**config.mk**
```make
export PLATFORM = sky130hd
export DESIGN_NAME = regfile_wr_arbiter
export DESIGN_NICKNAME = d
export VERILOG_FILES = /design/src/rtl/regfile_wr_arbiter.sv
export SDC_FILE = /design/constraint.sdc
export NUM_CORES = 1
export LEC_CHECK = 0
export BUFFER_PORTS_ARGS = -buffer_cell sky130_fd_sc_hd__buf_2
export CAP_MARGIN = 25
export CORE_ASPECT_RATIO = 0.9
export CORE_MARGIN = 1
export CORE_UTILIZATION = 38
export CTS_BUF_LIST = sky130_fd_sc_hd__clkbuf_4
export CTS_CLUSTER_SIZE = 30
export DETAILED_ROUTE_END_ITERATION = 10
export PLACE_DENSITY_LB_ADDON = 0.25
export SYNTH_ARGS = -nofsm -noshare
export SYNTH_HDL_FRONTEND = slang
export SYNTH_SLANG_ARGS = --single-unit
```
**constraint.sdc**
```tcl
create_clock -name clk -period 3.75 [get_ports clk]
set_clock_uncertainty 0.15 [all_clocks]
set_input_delay 0.375 -clock clk [delete_from_list [all_inputs] [get_ports clk]]
set_output_delay 0.375 -clock clk [all_outputs]
set_load 0.005 [all_outputs]
```
**src/rtl/regfile_wr_arbiter.sv**
```systemverilog
// Write-port controller for the core register file: clears x1..x(REG_NUM-1) after reset,
// then arbitrates the single write port between pipeline writeback (A) and a long-latency unit (B).
module regfile_wr_arbiter #(
    parameter int REG_NUM        = 32,
    parameter int XLEN           = 32,
    parameter int MAX_WAIT       = 4,
    parameter int CLEAR_ON_RESET = 1
) (
    input  logic            clk,
    input  logic            rst,
    input  logic            a_valid,
    input  logic [4:0]      a_addr,
    input  logic [XLEN-1:0] a_data,
    output logic            a_ready,
    input  logic            b_valid,
    input  logic [4:0]      b_addr,
    input  logic [XLEN-1:0] b_data,
    output logic            b_ready,
    output logic            rf_we,
    output logic [4:0]      rf_addr,
    output logic [XLEN-1:0] rf_wd,
    output logic            init_done
);

    typedef enum logic {
        CLEAR = 1'b0,
        RUN   = 1'b1
    } state_t;

    localparam state_t     RESET_STATE = (CLEAR_ON_RESET != 0) ? CLEAR : RUN;
    localparam logic [3:0] MAX_WAIT_C  = 4'(MAX_WAIT);
    localparam logic [4:0] LAST_IDX    = 5'(REG_NUM - 1);

    state_t            state_r;
    state_t            state_nxt_s;
    logic [4:0]        clr_idx_r;
    logic [3:0]        wait_cnt_r;
    logic              grant_a_s;
    logic              grant_b_s;
    logic              we_s;
    logic [4:0]        addr_s;
    logic [XLEN-1:0]   wd_s;

    // Next-state and write-port selection; grant is purely combinational for zero-cycle latency.
    always_comb begin
        state_nxt_s = state_r;
        grant_a_s   = 1'b0;
        grant_b_s   = 1'b0;
        we_s        = 1'b0;
        addr_s      = 5'd0;
        wd_s        = {XLEN{1'b0}};
        case (state_r)
            CLEAR: begin
                we_s   = 1'b1;
                addr_s = clr_idx_r;
                if (clr_idx_r == LAST_IDX) begin
                    state_nxt_s = RUN;
                end else begin
                    state_nxt_s = CLEAR;
                end
            end
            RUN: begin
                grant_b_s = b_valid & ((wait_cnt_r == MAX_WAIT_C) | ~a_valid);
                grant_a_s = a_valid & ~grant_b_s;
                if (grant_b_s) begin
                    addr_s = b_addr;
                    wd_s   = b_data;
                end else if (grant_a_s) begin
                    addr_s = a_addr;
                    wd_s   = a_data;
                end else begin
                    addr_s = 5'd0;
                    wd_s   = {XLEN{1'b0}};
                end
                // x0 writes still handshake, but never reach the file.
                we_s = (grant_a_s | grant_b_s) & (addr_s != 5'd0);
            end
            default: begin
                state_nxt_s = RESET_STATE;
            end
        endcase
    end

    // Outputs are forced low directly by reset so they drop without waiting for a clock edge.
    assign a_ready   = rst & grant_a_s;
    assign b_ready   = rst & grant_b_s;
    assign rf_we     = rst & we_s;
    assign rf_addr   = rst ? addr_s : 5'd0;
    assign rf_wd     = rst ? wd_s : {XLEN{1'b0}};
    assign init_done = rst & (state_r == RUN);

    // State, clear index and B starvation counter.
    always_ff @(posedge clk or negedge rst) begin
        if (!rst) begin
            state_r    <= RESET_STATE;
            clr_idx_r  <= 5'd1;
            wait_cnt_r <= 4'd0;
        end else begin
            state_r <= state_nxt_s;
            if (state_r == CLEAR) begin
                clr_idx_r <= clr_idx_r + 5'd1;
            end else begin
                clr_idx_r <= clr_idx_r;
            end
            if (!b_valid || grant_b_s) begin
                wait_cnt_r <= 4'd0;
            end else if (wait_cnt_r < MAX_WAIT_C) begin
                wait_cnt_r <= wait_cnt_r + 4'd1;
            end else begin
                wait_cnt_r <= wait_cnt_r;
            end
        end
    end

endmodule

```
== Word level (Yosys, flattened, before mapping) ==
Cells that the tools add are included.
Cells by class
  add/sub/neg operators: 2
  order comparisons: 1
  equality and inequality tests: 2
  mux-type cells: 16
  bitwise logic cells: 12
  reductions and logical operators: 4
Operator list (count)
  2-to-1 mux 32 bit: 4
  2-to-1 mux 5 bit: 4
  one-hot mux 5 bit (2 select lines): 1
  2-to-1 mux 4 bit: 2
  AND 1 bit: 7
  adder 5 x 1 -> 5 bit (second input constant): 1
  equality test 5 bit (second input constant): 1
  nonzero test 5 bit: 1
  adder 4 x 1 -> 4 bit (second input constant): 1
  equality test 4 x 3 -> 1 bit (second input constant): 1
  < comparator 4 x 3 -> 1 bit (second input constant): 1
  2-to-1 mux 1 bit: 4
  NOT 1 bit: 3
  OR 1 bit: 2
  one-hot mux 1 bit (2 select lines): 1
  nonzero test 2 bit: 1
  zero test 1 bit: 1
  logical OR 1 bit: 1
Word-level totals
  flip-flop bits (word level): 10
  input port bits: 78

== Logic depth before layout (Yosys ltp) ==
Gate-level depths: netlist of run 1.
  depth after elaboration: 12
  mapped depth: 7

== Worst setup path after synthesis of run 1 ==
OpenSTA, ideal clock, no wires.
  path kind: register to output
  start point: register wait_cnt_r[0]
  end point: output port rf_wd[22]
  arrival: 1.423 ns
  required time: 3.225 ns
  slack: 1.802 ns
  cell stages (with the launch flop): 8
  path through: dfrtp_1 inv_1 ha_1 nand4b_4 and3_1 buf_6 buf_6 a22o_1
On the way
  word-level cells in the longest chain between the ends: 9
Ends and longest elaborated chain
  from (decl): RTL line 37  | logic [3:0] wait_cnt_r;
  from (signal assigned): RTL line 108  | wait_cnt_r <= wait_cnt_r + 4'd1;
  from (signal assigned): RTL line 110  | wait_cnt_r <= wait_cnt_r;
  equality test 4 x 3 -> 1 bit (*): RTL line 63  | grant_b_s = b_valid & ((wait_cnt_r == MAX_WAIT_C) | ~a_valid);
  OR 1 bit (*): RTL line 63
  AND 1 bit (*): RTL line 63
  NOT 1 bit: RTL line 64  | grant_a_s = a_valid & ~grant_b_s;
  AND 1 bit: RTL line 64
  2-to-1 mux 32 bit: RTL line 68  | end else if (grant_a_s) begin
  2-to-1 mux 32 bit (*): RTL line 65  | if (grant_b_s) begin
  2-to-1 mux 32 bit (*): RTL line 52  | case (state_r)
  2-to-1 mux 32 bit (*): RTL line 89  | assign rf_wd = rst ? wd_s : {XLEN{1'b0}};
  to (decl): RTL line 21  | output logic [XLEN-1:0] rf_wd,
Mark *: on every way between the ends. The rest lies on a longest branch, timed or not.

== Worst setup path after layout of run 1 ==
  start point: input port rst
  end point: output port rf_wd[6]
On the way
  word-level cells in the longest chain between the ends: 1
Ends and longest elaborated chain
  from (decl): RTL line 10  | input logic rst,
  2-to-1 mux 32 bit: RTL line 89
Every way passes these cells.

==> reports/qor.txt, run 1 <==
area enclosed by the die boundary - 2980 um^2
placer congestion estimate - 0.786
fin crit share - 72.2%
flip-flop and latch count after synthesis - 10
measured slew at the worst slew-check pin - 457 ps
summed instance area of the synthesized netlist - 1050 um^2
number of distinct library cell variants in the gate-level netlist after synthesis - 34
static leakage - 0.961 nW
total negative slack for setup checks - 0 ps
via density per instance - 5.48
worst path arrival time - 2180 ps
area after detailed placement - 1600 um^2
Max Cap Viol - 0
worst hold slack - 343 ps
fraction of registers with async set or reset after synthesis - 100%
Period minus WS final - 2710 ps
number of port buffers - 118
vias in the first global route - 1249
DR iter-0 viols - 84
antenna violations before repair - 0
Synth area leaders - sky130_fd_sc_hd__a22o_1 (27%), sky130_fd_sc_hd__dfrtp_1 (21%), sky130_fd_sc_hd__ha_1 (4.8%), sky130_fd_sc_hd__buf_6 (4.3%), sky130_fd_sc_hd__o211ai_1 (3.6%)
CTS tree - built
Max Clock Freq - 369 MHz
placeable core area - 2530 um^2
top-level I/O count - 119
most used standard cell by instance count after synthesis - sky130_fd_sc_hd__a22o_1
nature of the critical path endpoint - output pin
vertical die dimension - 51.9 um
Power Density - 189 nW/um^2
worst min path class - primary input to flop
crit path launch type - primary input
largest driver fanout on the critical path - 33
remaining antenna violation count after routing - 0
Die Span X - 57.4 um
DRC errors left - 9
worst supply voltage drop on vdd - 163 uV
Detailed Routing Iterations Pass 1 - 7
post-synthesis cell type with the largest combined area - sky130_fd_sc_hd__a22o_1
Mapped Avg Cell Area - 9.29 um^2
number of failing setup endpoints in the final timing report - 0
primary flip-flop cell chosen by synthesis mapping - sky130_fd_sc_hd__dfrtp_1
Clock Tree Buf Depth - 2
sinks on the clock net - 10
synth-to-layout area growth - 56.0%
Vias - 1391
total inserted antenna cells - 0
Final Instance Area - 1640 um^2
cells resized by post-CTS repair - 0
count of flip-flops with a built-in enable after synthesis - 0
wire length of the first global-routing pass - 5.45 mm
synth cell count leaders - sky130_fd_sc_hd__a22o_1 (32), sky130_fd_sc_hd__dfrtp_1 (9)
relative slew slack - 69.5%
pin count of the biggest net entering global routing - 34
global-route usage over all layers - 23.1%
clock latency reported for the late side of the worst-skew pair - 260 ps
outcome - finished with violations
GR Overflow Total - 0
Cell Rows - 17
clock buffers created by TritonCTS - 3
buffer cell driving the clock tree root - sky130_fd_sc_hd__clkbuf_4
RSZ-0062 raised after global routing - false
critical path class - primary input to output pin
fraction of layout cells with a size suffix above 1 - 57.1%
Synthesized Nets - 195
sequential area share after synthesis - 24.0%
drt wl/cell - 14.8 um
yosys warns - 0
H-Tree Depth - 1
failing checks - design-rule violations
cell count after synthesis - 113
effective utilization at floorplan - 41.5%
net count of the finished layout - 309
number of slew-limit violations in the final report - 0
count of endpoints failing hold in the final timing report - 0
post-CTS clock slew at the launch and capture registers of the worst setup and hold paths - 60 ps
total wire length - 3.75 mm
Synth top area share - 26.7%
required time reported for the critical path endpoint - 3220 ps
## where the power goes
| group | switching, mW | internal [mW] |
|---|---|---|
| sequential | 0.00104 | 0.109 |
| clock | 0.0342 | 0.0383 |
| combinational | 0.0560 | 0.0707 |
## worst paths after layout
kind	from	endpoint	slack, ps	depth (start not counted)
worst min register to register	clr_idx_r[0]$_DFFE_PN1N_	clr_idx_r[0]$_DFFE_PN1N_	370	1
worst max register to register	wait_cnt_r[0]$_DFFE_PN0P_	wait_cnt_r[1]$_DFFE_PN0P_	2100	5
max in group asynchronous	rst	clr_idx_r[0]$_DFFE_PN1N_	2790	2
min in group asynchronous	rst	clr_idx_r[2]$_DFFE_PN0N_	380	2
worst min-delay path	b_valid	wait_cnt_r[0]$_DFFE_PN0P_	340	2
worst max-delay path	rst	rf_wd[6]	1040	7
## area by class of cell
class | count | area [um^2]
Clock buffer | 3 | 22.5
Clock inverter | 1 | 3.75
Fill cell | 231 | 893
Inverter | 5 | 18.8
Multi-Input combinational cell | 86 | 691
Sequential cell | 10 | 251
Tap cell | 28 | 35.0
Timing Repair Buffer | 121 | 616
## through the flow
stage	cells	util (%)	worst slack [ps]	power (mW)
finish	254	64.7	1040	0.309
detailed placement	249	63.3	1580	0.237
CTS	254	64.7	1050	0.311
floorplan	113	-	1800	0.168
global route	254	64.7	899	0.329
global placement	249	63.3	1620	0.234
## sequential cells by signal, summed over array words and instances, names as in the netlist
| register | cells |
|---|---|
| clr_idx_r | 5 |
| state_r | 1 |
| wait_cnt_r | 4 |
## what timing repair did
action / 4_1_cts / 5_1_grt
hold buffers: 1 / 0
endpoints found under the hold margin: 9 / 0
setup buffers: 0 / 0
setup endpoints to repair: 0 / 0
## routing by layer
layer,vias up,track usage [%],part of all wire (%)
li1,674,-,-
met1,661,26.9,39
met2,54,44.4,53
met3,2,2.99,7.6
met4,0,5.69,0.21
met5,-,0,0
## worst max-delay path, stage by stage
cell and delay (ps):
sky130_fd_sc_hd__dlygate4sd3_1 520, sky130_fd_sc_hd__buf_2 290, sky130_fd_sc_hd__and2_1 200, sky130_fd_sc_hd__a21boi_2 150, sky130_fd_sc_hd__buf_4 320, sky130_fd_sc_hd__a22o_1 210, sky130_fd_sc_hd__buf_2 110
## placed cells by master (no fill, tap or decap), drive strengths merged, types with 2 or more instances in the layout
cell / synthesis / layout
mux2: 2 / 2
a22o: 32 / 32
and3: 2 / 2
clkbuf: 3 / 3
xnor2: 4 / 4
inv: 5 / 5
nand3: 5 / 5
ha: 4 / 4
o21ai: 5 / 5
a21oi: 2 / 2
nor3b: 4 / 4
o211ai: 5 / 5
a31oi: 5 / 5
buf: 9 / 120
dfrtp: 9 / 9
## cells by family after synthesis
logic type	count (synthesis)	share of synthesized area, %
simple gates	21	13.9
buf+inv	17	10.2
fa+ha+maj	4	4.77
mux	3	3.10
flops	10	24.0
compound gates	54	40.6
xor+xnor	4	3.34
Power figures use the tool's default switching activity.
==> run 2, diff against run 1 <==
--- a/config.mk
+++ b/config.mk
@@ -9,7 +9,7 @@
 export CAP_MARGIN = 25
 export CORE_ASPECT_RATIO = 0.9
 export CORE_MARGIN = 1
-export CORE_UTILIZATION = 38
+export CORE_UTILIZATION = 35
 export CTS_BUF_LIST = sky130_fd_sc_hd__clkbuf_4
 export CTS_CLUSTER_SIZE = 30
 export DETAILED_ROUTE_END_ITERATION = 10
==> constraint.sdc (replaced) <==
create_clock -name clk -period 2.75 [get_ports clk]
set_clock_uncertainty 0.15 [all_clocks]
set_input_delay 0.275 -clock clk [delete_from_list [all_inputs] [get_ports clk]]
set_output_delay 0.275 -clock clk [all_outputs]
set_load 0.005 [all_outputs]
==> reports/qor.txt, run 2 (synthesized netlist as in run 1, its figures left out) <==
outcome - complete, no violations
number of failing setup endpoints in the final timing report - 0 (unchanged)
Clock Tree Buf Depth - 2 (unchanged)
remaining antenna violation count after routing - 0 (unchanged)
net count of the finished layout - 310 (+0.32%)
synth-to-layout area growth - 58.2%
vias in the first global route - 1089 (-13%)
half-perimeter wire length of the detailed placement result - 2.91 mm
required time reported for the critical path endpoint - 2330 ps (-890 ps)
hold path startpoint - b_valid
nature of the critical path endpoint - output pin
top-level I/O count - 119 (unchanged)
fin crit share - 92.5%
total placed cells including tap cells - 262 (+5.2%)
worst hold slack - 223 ps (-121 ps)
buffer cell driving the clock tree root - sky130_fd_sc_hd__clkbuf_4
Die Span X - 59.7 um (+4.1%)
number of slew-limit violations in the final report - 0 (unchanged)
via density per instance - 5.15 (-5.9%)
Power Density - 258 nW/um^2 (+36%)
worst path arrival time - 2120 ps (-60 ps)
RSZ-0062 raised after global routing - false
power consumption - 0.428 mW (+38%)
Detailed Routing Iterations Pass 1 - 4 (-3)
final critical-path setup slack - 205 ps (-836 ps)
DR iter-0 viols - 50 (-40%)
core utilization of the finished layout - 59.5% (-5.3 points)
fraction of layout cells with a size suffix above 1 - 57.3% (+0.19 points)
H-Tree Depth - 1 (unchanged)
worst supply voltage drop on vdd - 245 uV (+50%)
Max Clock Freq - 393 MHz
R2R depth - 4 (-1)
most common cell after layout, fill and taps aside - sky130_fd_sc_hd__buf_2
total negative slack for setup checks - 0 ps (unchanged)
count of endpoints failing hold in the final timing report - 0 (unchanged)
total inserted antenna cells - 0 (unchanged)
uppermost layer routed - met4
largest driver fanout on the critical path - 33 (unchanged)
crit path launch type - primary input
effective utilization at floorplan - 37.6% (-3.9 points)
instance count along the most critical hold path - 2 (unchanged)
Worst Hold Endpoint - wait_cnt_r[1]$_DFFE_PN0P_
area enclosed by the die boundary - 3220 um^2 (+8.3%)
area after detailed placement - 1620 um^2 (+1.4%)
Most flops, register - clr_idx_r
number of port buffers - 118 (unchanged)
Cell Rows - 18 (+1)
measured slew at the worst slew-check pin - 318 ps (-139 ps)
wire length on met2 - 1.76 mm (-12%)
Metal-1 WL - 1.41 mm (-3.6%)
total wire length - 3.55 mm (-5.4%)
post-CTS clock slew at the launch and capture registers of the worst setup and hold paths - 60 ps (about the same)
drt wl/cell - 13.3 um (-10%)
vertical die dimension - 54.0 um (+4.0%)
sinks on the clock net - 10 (unchanged)
Max Cap Viol - 0 (unchanged)
placer congestion estimate - 0.811 (+3.1%)
commonest cells after routing, fill and taps aside - sky130_fd_sc_hd__buf_2 (118), sky130_fd_sc_hd__a22o_1 (32), sky130_fd_sc_hd__dfrtp_1 (9)
wire length of the first global-routing pass - 5.01 mm (-8.1%)
Period minus WS final - 2540 ps
flip-flop count of the largest register, all copies and words added - 5 (unchanged)
endpoint of the worst register-to-register path - clr_idx_r[4]$_DFFE_PN0N_
critical path class - primary input to output pin
antenna violations before repair - 0 (unchanged)
static leakage - 0.965 nW (+0.43%)
worst min path class - primary input to flop
global-route usage over all layers - 20.9% (-2.1 points)
filler-free cell count of the finished design - 267 (+5.1%)
Final Instance Area - 1660 um^2 (+1.4%)
worst slack at placement - 696 ps (-887 ps)
cells resized by post-CTS repair - 0 (unchanged)
CTS tree - built
Vias - 1376 (-1.1%)
routed length on met3 - 330 um (+15%)
Top Registers - clr_idx_r: 5 flops, wait_cnt_r: 4 flops, state_r: 1 flops
GR Overflow Total - 0 (unchanged)
clock latency reported for the late side of the worst-skew pair - 270 ps (about the same)
placeable core area - 2790 um^2 (+10%)
pin count of the biggest net entering global routing - 34 (unchanged)
count of buffers added by post-CTS timing repair for setup - 0 (unchanged)
DRC errors left - 0 (-9)
relative slew slack - 78.8% (+9.3 points)
reg2reg start - clr_idx_r[0]$_DFFE_PN1N_
clock buffers created by TritonCTS - 3 (unchanged)
worst reg-to-reg setup slack - 1110 ps (-990 ps)
[run 2: cell types whose count changed in the layout (fill, tap and decap cells not counted)]
cell,previous run,this run
sky130_fd_sc_hd__buf_4,2,3
[run 2: critical path: stages]
cell                            delay [ps]
sky130_fd_sc_hd__dlygate4sd3_1         510
sky130_fd_sc_hd__buf_2                 290
sky130_fd_sc_hd__and2_1                220
sky130_fd_sc_hd__a21boi_2              170
sky130_fd_sc_hd__buf_4                 320
sky130_fd_sc_hd__a22o_1                210
sky130_fd_sc_hd__buf_2                 110
[run 2: layout make-up]
| type | instances | area [um^2] |
|---|---|---|
| Clock buffer | 3 | 22.5 |
| Clock inverter | 1 | 3.75 |
| Fill cell | 284 | 1130 |
| Inverter | 5 | 18.8 |
| Multi-Input combinational cell | 86 | 691 |
| Sequential cell | 10 | 251 |
| Tap cell | 40 | 50.0 |
| Timing Repair Buffer | 122 | 623 |
[run 2: timing repair]
item | in CTS | in global routing
endpoints found under the setup margin | 0 | 0
hold buffers | 1 | 0
endpoints found under the hold margin | 10 | 0
[run 2: how the worst max path moves through the flow]
stage | from | end | depth (start not counted) | slack, ps
after floorplan | wait_cnt_r[0]$_DFFE_PN0P_ | rf_wd[22] | 7 | 900
after global placement | wait_cnt_r[0]$_DFFE_PN0P_ | rf_wd[30] | 7 | 710
after detailed placement | wait_cnt_r[0]$_DFFE_PN0P_ | rf_wd[1] | 7 | 700
after CTS | rst | rf_wd[1] | 7 | 200
after global routing | rst | rf_wd[13] | 7 | 30
final | rst | rf_wd[13] | 7 | 210
[run 2: power by group]
part | switching, mW | total (mW) | internal [mW] | leakage [nW]
combinational | 0.0747 | 0.171 | 0.0963 | 0.820
sequential | 0.00130 | 0.150 | 0.149 | 0.130
clock | 0.0540 | 0.107 | 0.0526 | 0.0154
total | 0.130 | 0.428 | 0.297 | 0.965
[run 2: per-layer routing]
metal | global-route usage [%] | vias to the layer above
li1 | - | 679
met1 | 25.7 | 635
met2 | 35.7 | 57
met3 | 3.13 | 5
met4 | 10.5 | 0
met5 | 0 | -
